**src/rtl/preset_set_ctrl.sv**
```systemverilog
// Preset time setter: edits a BCD mm:ss preset digit by digit and strobes the
// committed value into the countdown datapath when the set switch is released.
//   clk, rst_n          clock, asynchronous active-low reset
//   set_en              set switch level; high requests edit mode
//   pb_sel/inc/clr      one-cycle button pulses: move cursor / bump digit / zero all
//   preset_min/sec      BCD {tens,units}; working digits in EDIT, committed otherwise
//   cursor              3=min tens, 2=min units, 1=sec tens, 0=sec units
//   blink_on            cursor digit display phase (1=visible)
//   editing             high in EDIT
//   load_pulse          one-cycle strobe in the COMMIT cycle
//   preset_zero         committed preset is 00:00 (combinational)
module preset_set_ctrl #(
  parameter int unsigned BLINK_HALF = 25000000,
  parameter logic [7:0]  INIT_MIN   = 8'h01,
  parameter logic [7:0]  INIT_SEC   = 8'h00
) (
  input  logic       clk,
  input  logic       rst_n,
  input  logic       set_en,
  input  logic       pb_sel,
  input  logic       pb_inc,
  input  logic       pb_clr,
  output logic [7:0] preset_min,
  output logic [7:0] preset_sec,
  output logic [1:0] cursor,
  output logic       blink_on,
  output logic       editing,
  output logic       load_pulse,
  output logic       preset_zero
);

  localparam int unsigned       CNT_W    = $clog2(BLINK_HALF);
  localparam logic [CNT_W-1:0]  CNT_TERM = CNT_W'(BLINK_HALF - 1);
  localparam logic [15:0]       INIT_VAL = {INIT_MIN, INIT_SEC};

  typedef enum logic [1:0] {
    S_IDLE   = 2'd0,
    S_EDIT   = 2'd1,
    S_COMMIT = 2'd2
  } state_t;

  state_t           state_q, state_d;
  logic [15:0]      work_q, work_d;   // {mt, mu, st, su}
  logic [15:0]      comm_q, comm_d;
  logic [1:0]       cursor_q, cursor_d;
  logic [CNT_W-1:0] cnt_q, cnt_d;
  logic             blink_q, blink_d;

  logic             enter;
  logic             edit_act;
  logic             accept;
  logic [3:0]       cur_digit;
  logic [3:0]       digit_max;
  logic [3:0]       digit_inc;

  // State register
  always_ff @(posedge clk or negedge rst_n) begin
    if (!rst_n) state_q <= S_IDLE;
    else        state_q <= state_d;
  end

  // Next-state logic
  always_comb begin
    state_d = state_q;
    case (state_q)
      S_IDLE:   if (set_en)  state_d = S_EDIT;
      S_EDIT:   if (!set_en) state_d = S_COMMIT;
      S_COMMIT: state_d = S_IDLE;
      default:  state_d = S_IDLE;
    endcase
  end

  // Buttons only count in EDIT while the switch is still held; the release
  // cycle itself ignores them.
  assign enter    = (state_q == S_IDLE) && set_en;
  assign edit_act = (state_q == S_EDIT) && set_en;
  assign accept   = edit_act && (pb_sel || pb_inc || pb_clr);

  // Digit increment with per-digit wrap (seconds tens wraps at 5)
  always_comb begin
    cur_digit = work_q[{cursor_q, 2'b00} +: 4];
    digit_max = (cursor_q == 2'd1) ? 4'd5 : 4'd9;
    digit_inc = (cur_digit >= digit_max) ? 4'd0 : cur_digit + 4'd1;
  end

  // Working digits, cursor and committed digits next values
  always_comb begin
    work_d   = work_q;
    cursor_d = cursor_q;
    comm_d   = comm_q;
    if (enter) begin
      work_d   = comm_q;
      cursor_d = 2'd3;
    end else if (edit_act) begin
      if (pb_clr)      work_d = 16'h0000;
      else if (pb_inc) work_d[{cursor_q, 2'b00} +: 4] = digit_inc;
      if (pb_sel)      cursor_d = cursor_q - 2'd1;
    end
    // Commit on the edge into COMMIT so the new value is visible during it
    if ((state_q == S_EDIT) && !set_en) comm_d = work_q;
  end

  // Blink counter: free-runs in EDIT, restarts visible on any accepted button
  always_comb begin
    cnt_d   = '0;
    blink_d = 1'b1;
    if (edit_act && !accept) begin
      if (cnt_q == CNT_TERM) begin
        blink_d = ~blink_q;
      end else begin
        cnt_d   = cnt_q + CNT_W'(1);
        blink_d = blink_q;
      end
    end
  end

  // Datapath registers
  always_ff @(posedge clk or negedge rst_n) begin
    if (!rst_n) begin
      work_q   <= INIT_VAL;
      comm_q   <= INIT_VAL;
      cursor_q <= 2'd3;
      cnt_q    <= '0;
      blink_q  <= 1'b1;
    end else begin
      work_q   <= work_d;
      comm_q   <= comm_d;
      cursor_q <= cursor_d;
      cnt_q    <= cnt_d;
      blink_q  <= blink_d;
    end
  end

  // Outputs decoded from registered state and registers
  always_comb begin
    editing     = (state_q == S_EDIT);
    load_pulse  = (state_q == S_COMMIT);
    cursor      = cursor_q;
    blink_on    = blink_q;
    preset_min  = editing ? work_q[15:8] : comm_q[15:8];
    preset_sec  = editing ? work_q[7:0]  : comm_q[7:0];
    preset_zero = (comm_q == 16'h0000);
  end

endmodule

```
**config.mk**
```make
export PLATFORM = sky130hd
export DESIGN_NAME = preset_set_ctrl
export DESIGN_NICKNAME = d
export VERILOG_FILES = /design/src/rtl/preset_set_ctrl.sv
export SDC_FILE = /design/constraint.sdc
export NUM_CORES = 1
export LEC_CHECK = 0
export BUFFER_PORTS_ARGS = -buffer_cell sky130_fd_sc_hd__buf_4
export CAP_MARGIN = 20
export CORE_MARGIN = 2
export CORE_UTILIZATION = 30
export CTS_BUF_LIST = sky130_fd_sc_hd__clkbuf_4 sky130_fd_sc_hd__clkbuf_8
export CTS_CLUSTER_SIZE = 12
export DETAILED_ROUTE_END_ITERATION = 16
export HOLD_SLACK_MARGIN = 0.15
export SETUP_SLACK_MARGIN = 0.02
export SYNTH_ARGS = -nofsm -noshare
export SYNTH_HDL_FRONTEND = slang
export SYNTH_SLANG_ARGS = --single-unit
export TNS_END_PERCENT = 5
```
**constraint.sdc**
```tcl
create_clock -name clk -period 3.5 [get_ports clk]
set_input_delay 0.35 -clock clk [delete_from_list [all_inputs] [get_ports clk]]
set_output_delay 0.35 -clock clk [all_outputs]
set_load 0.1 [all_outputs]
```
Yosys cells after proc, flatten, opt, wreduce, memory -nomap -nowiden --
Index checks and enable logic that the tools add are counted. W data, S select, Z words.
Operators by class: muxes and demuxes 19, $add $sub $neg 4, div/mod/pow operators 0, bitwise operators 1, equality and inequality tests 7, $lt $le $gt $ge 1, shifts and indexed selects 3, reduce and logical (&&, ||, !) cells 17, multipliers 0
Operators with widths (number):
- $mux W16 | 4
- $mux W25 | 2
- $add A25 B1 Y25 const B | 1
- $eq A25 B25 Y1 const B | 1
- $bwmux W16 | 1
- $logic_not A16 Y1 | 1
- $mux W8 | 2
- $shift A4 B6 Y16 const A | 1
- $shiftx A16 B5 Y4 | 1
- $shiftx A4 B6 Y16 | 1
- $mux W2 | 5
- $mux W4 | 2
- $neg A4 Y6 | 1
- $reduce_and A2 Y1 | 3
- $logic_and A1 B1 Y1 | 5
- $add A4 B1 Y4 const B | 1
- $eq A2 B1 Y1 const B | 2
- $ge A4 B4 Y1 | 1
- $ne A2 B2 Y1 const B | 2
- $pmux W2 S2 | 1
- $reduce_bool A2 Y1 | 2
- $reduce_bool A3 Y1 | 1
- $eq A2 B2 Y1 const B | 1
- $logic_not A1 Y1 | 2
- other kinds (6) | 8
Storage, ports and cells: memories 0, ROM bits 0, bits in latches 0, flip-flop bits (word level) 62, RAM bits 0, output and inout port bits 22

Depth between registers and ports, before layout --
depth after elaboration 10, mapped depth 9

Worst setup path after synthesis --
No wires, ideal clock.
path kind register -> output, from reg state_q[0], to out preset_min[5], cell stages (with the launch flop) 5, path buffers 2, arrival 2518 ps, slack 632 ps, required time 3150 ps, cell sequence dfrtp_1 nor2b_1 buf_2 buf_1 mux2_2
On the way: word-level cells in the longest chain between the ends 2
RTL lines:
- from (decl) | RTL line 42 | state_t state_q, state_d;
- from (signal assigned) | RTL line 59 | else state_q <= state_d;
- $eq A2 B1 Y1 | RTL line 136 | editing = (state_q == S_EDIT);
- named net editing | RTL line 27 | output logic editing,
- $mux W8 | RTL line 140 | preset_min = editing ? work_q[15:8] : comm_q[15:8];
- to (decl) | RTL line 23 | output logic [7:0] preset_min,
The timed path passes the listed nets, and every way through them passes these cells.

Worst setup path in the final report --
from reg cursor_q[1] (netlist: cursor[1]), to reg work_q[12]
On the way: word-level cells in the longest chain between the ends 10, elaborated cells between the ends (all ways) 14, classes of those cells add/sub (2); order compare (1); eq/ne (1); shift (3); mux (7)
RTL lines:
- from (decl) | RTL line 45 | logic [1:0] cursor_q, cursor_d;
- from (signal assigned) | RTL line 128 | cursor_q <= cursor_d;
- parallel branches: the longest is 5 deep, another holds $add A4 B1 Y4
- $bwmux W16 (*) | RTL line 96 | else if (pb_inc) work_d[{cursor_q, 2'b00} +: 4] = digit_inc;
- $mux W16 (*) | RTL line 96
- $mux W16 (*) | RTL line 95 | if (pb_clr) work_d = 16'h0000;
- $mux W16 (*) | RTL line 94 | end else if (edit_act) begin
- $mux W16 (*) | RTL line 91 | if (enter) begin
- to (signal assigned) | RTL line 126 | work_q <= work_d;
- to (decl) | RTL line 43 | logic [15:0] work_q, work_d;
Mark *: on every way between the ends. The select of a mux whose other input is x is not followed. A chain may end at the register's enable or synchronous reset.

==> out/results.ini <==
[status]
status=completed

[setup_path]
crit_fanout=9
crit_path_end_kind=flip-flop
criticalPathCategory=flip-flop to flip-flop
required_ns=3.75
worstSetupStartpointType=flip-flop
cp.arrival_ns=2.80

[timing]
hold_violations=0
max_slew.worst_pin.slew_ns=0.8144
fmax_mhz=393.2
drv_slew=0
setup_viol=0
rsz0062_at_grt=no
period_share=0.7267
clock_skew_ns=0.01022
min_period_ns=2.543
slew_headroom=0.4571
finalSetupTns_ns=0

[final_layout]
final_util=0.3603
regArea_sq_um=1558
nFillCells=1101
nets=364
multi_input_comb_area_sq_um=1723
final_layout_size_suffix_gt1_frac=0.2606
diodes=0
syn2layout_area_growth_pct=16.46

[floorplanning]
fp.dieW_um=110.2
num_io_pins=28
row_count=38
die_h_um=110.2
core_sq_um=10940
initial_core_util=0.3094
die_area_sq_um=12140

[logic_synthesis]
async_flop_share=1.000
synth.area.top_cells=dfrtp_1, mux2_2, dfstp_2, xnor2_1, ha_1
ys_seq_elements=62
synth_cells=319
synth-edff-count=0
avgSynthCellArea_sq_um=10.61
synth.distinct_cells=45
synth_common_cells=dfrtp_1, mux2_2, nor2_1
synthFlopType=dfrtp_1
syn-cell-area_sq_um=3383
synth.largest_area_cell=dfrtp_1
yosysMostFrequentCell=dfrtp_1
synthesis.nets=334
ys_warn_count=0
synth_top_area_share=0.4216
ys_seq_area_frac=0.4604

[cts]
clockRootBuffer=clkbuf_8
cts_tree=built
path_clk_slew_ns=0.07
clockBufferDepth=2
h-tree-depth=3
cts.sinks=62
clk_latency_ns=0.34
cts_buffers=9

[route]
wl_mm=7.579
post_drt_wl_per_cell_um=15.37
num_vias=2506
dr.first_iter.drc_count=99
ant_nets=0
dr.pass1.iters=4
drc=0
routed_via_density=5.083

[global_routing]
antenna_found_initial=0
grt_pass1_wl_mm=12.81
overflow=0
grt_usage=0.1376
grt_pass1_vias=2513
grt_start_max_net_pins=63

[power_and_ir_drop]
ir_worst_vdd_uv=359.2
powerDensity_nw_per_um2=566.0
p_leak_nw=1.668

[place]
hpwl_mm=5.322
place.gp.congestion=0.8718
port-buffer-count=27

[worst_hold_path]
worstHoldPathType=input pin to flip-flop

[flow_run]
maxCapViolations=0

## what timing repair did
item,in CTS,in global routing
hold endpoints to repair,52,0
buffers inserted,0,0
hold buffers,1,0
resized for setup,0,0
## cell families after synthesis
kind of cell             share of synthesized area
AND/OR/NAND/NOR                             0.1805
flip-flops                                  0.4604
AO/OA/AOI/OAI                              0.09246
multiplexers                                0.1383
XOR/XNOR                                   0.06472
buffers and inverters                      0.03032
adder cells (fa/ha/maj)                    0.03328
## critical path, cell delays in order (launching register included)
cell      delay, ns
dfstp_2        0.65
mux4_1         0.65
inv_1          0.12
ha_1           0.17
nand3b_1       0.09
and3_1         0.22
o22ai_4        0.23
nand2_2        0.14
o21ai_0        0.18
## power by group
| part | internal (mW) | switching [mW] | total [mW] |
|---|---|---|---|
| Clock | 0.395 | 0.287 | 0.683 |
| Sequential | 0.777 | 0.0743 | 0.851 |
| Combinational | 0.211 | 0.485 | 0.696 |
| Total | 1.38 | 0.847 | 2.23 |
## routing by layer
metal | share of wire | vias up | global-route usage
met5 | 0 | - | 0
met4 | 0.015 | 0 | 0.04018
met3 | 0.057 | 14 | 0.04115
met2 | 0.49 | 53 | 0.2165
met1 | 0.44 | 1237 | 0.1835
li1 | - | 1202 | -
## final cells by class
class	count	share of cell area
Clock inverter	6	0.02223
Inverter	10	0.009527
Timing Repair Buffer	31	0.05970
Clock buffer	9	0.03144
Sequential cell	62	0.3954
Tap cell	140	0.04446
Multi-Input combinational cell	235	0.4373
## path summary, 6_finish.rpt
kind / start / to / slack, ns / depth (start not counted)
max: cursor[1] / work_q[12] / 0.96 / 8
min: pb_sel / cursor[1] / 0.31 / 4
max reg2reg: cursor[1] / work_q[12] / 0.96 / 8
min reg2reg: cnt_q[0] / cnt_q[0] / 0.46 / 1
max in group asynchronous: rst_n / cnt_q[10] / 2.32 / 2
min in group asynchronous: rst_n / cnt_q[2] / 0.64 / 2
## cell usage in the layout (no fill, tap or decap), types with 12 or more instances in the layout
| cell type | netlist | final |
|---|---|---|
| xor2_1 | 12 | 12 |
| dfrtp_1 | 57 | 57 |
| nand2_1 | 28 | 28 |
| buf_4 | 2 | 30 |
| o21ai_0 | 12 | 12 |
| xnor2_1 | 13 | 13 |
| nor2_1 | 30 | 30 |
| mux2_2 | 32 | 32 |
| a22oi_1 | 14 | 14 |
## metrics by stage
stage | std cells | total power [mW] | cell area, sq um | setup slack (ns) | hold slack [ns]
3_5_place_dp | 477 | 1.562 | 3719 | 0.9486 | 0.4509
6_report | 493 | 2.230 | 3940 | 0.9565 | 0.3128
3_3_place_gp | 477 | 1.553 | 3719 | 1.035 | 0.4440
5_1_grt | 493 | 2.340 | 3940 | 0.7684 | 0.3213
4_1_cts | 493 | 2.257 | 3940 | 0.9306 | 0.3038
2_1_floorplan | 319 | 1.399 | 3383 | 0.6321 | 0.05441
## sequential cells by signal, indices dropped and copies added (netlist names)
| name | flops |
|---|---|
| blink_on | 1 |
| cnt_q | 25 |
| comm_q | 16 |
| cursor | 2 |
| state_q | 2 |
| work_q | 16 |
Power figures use the tool's default switching activity.
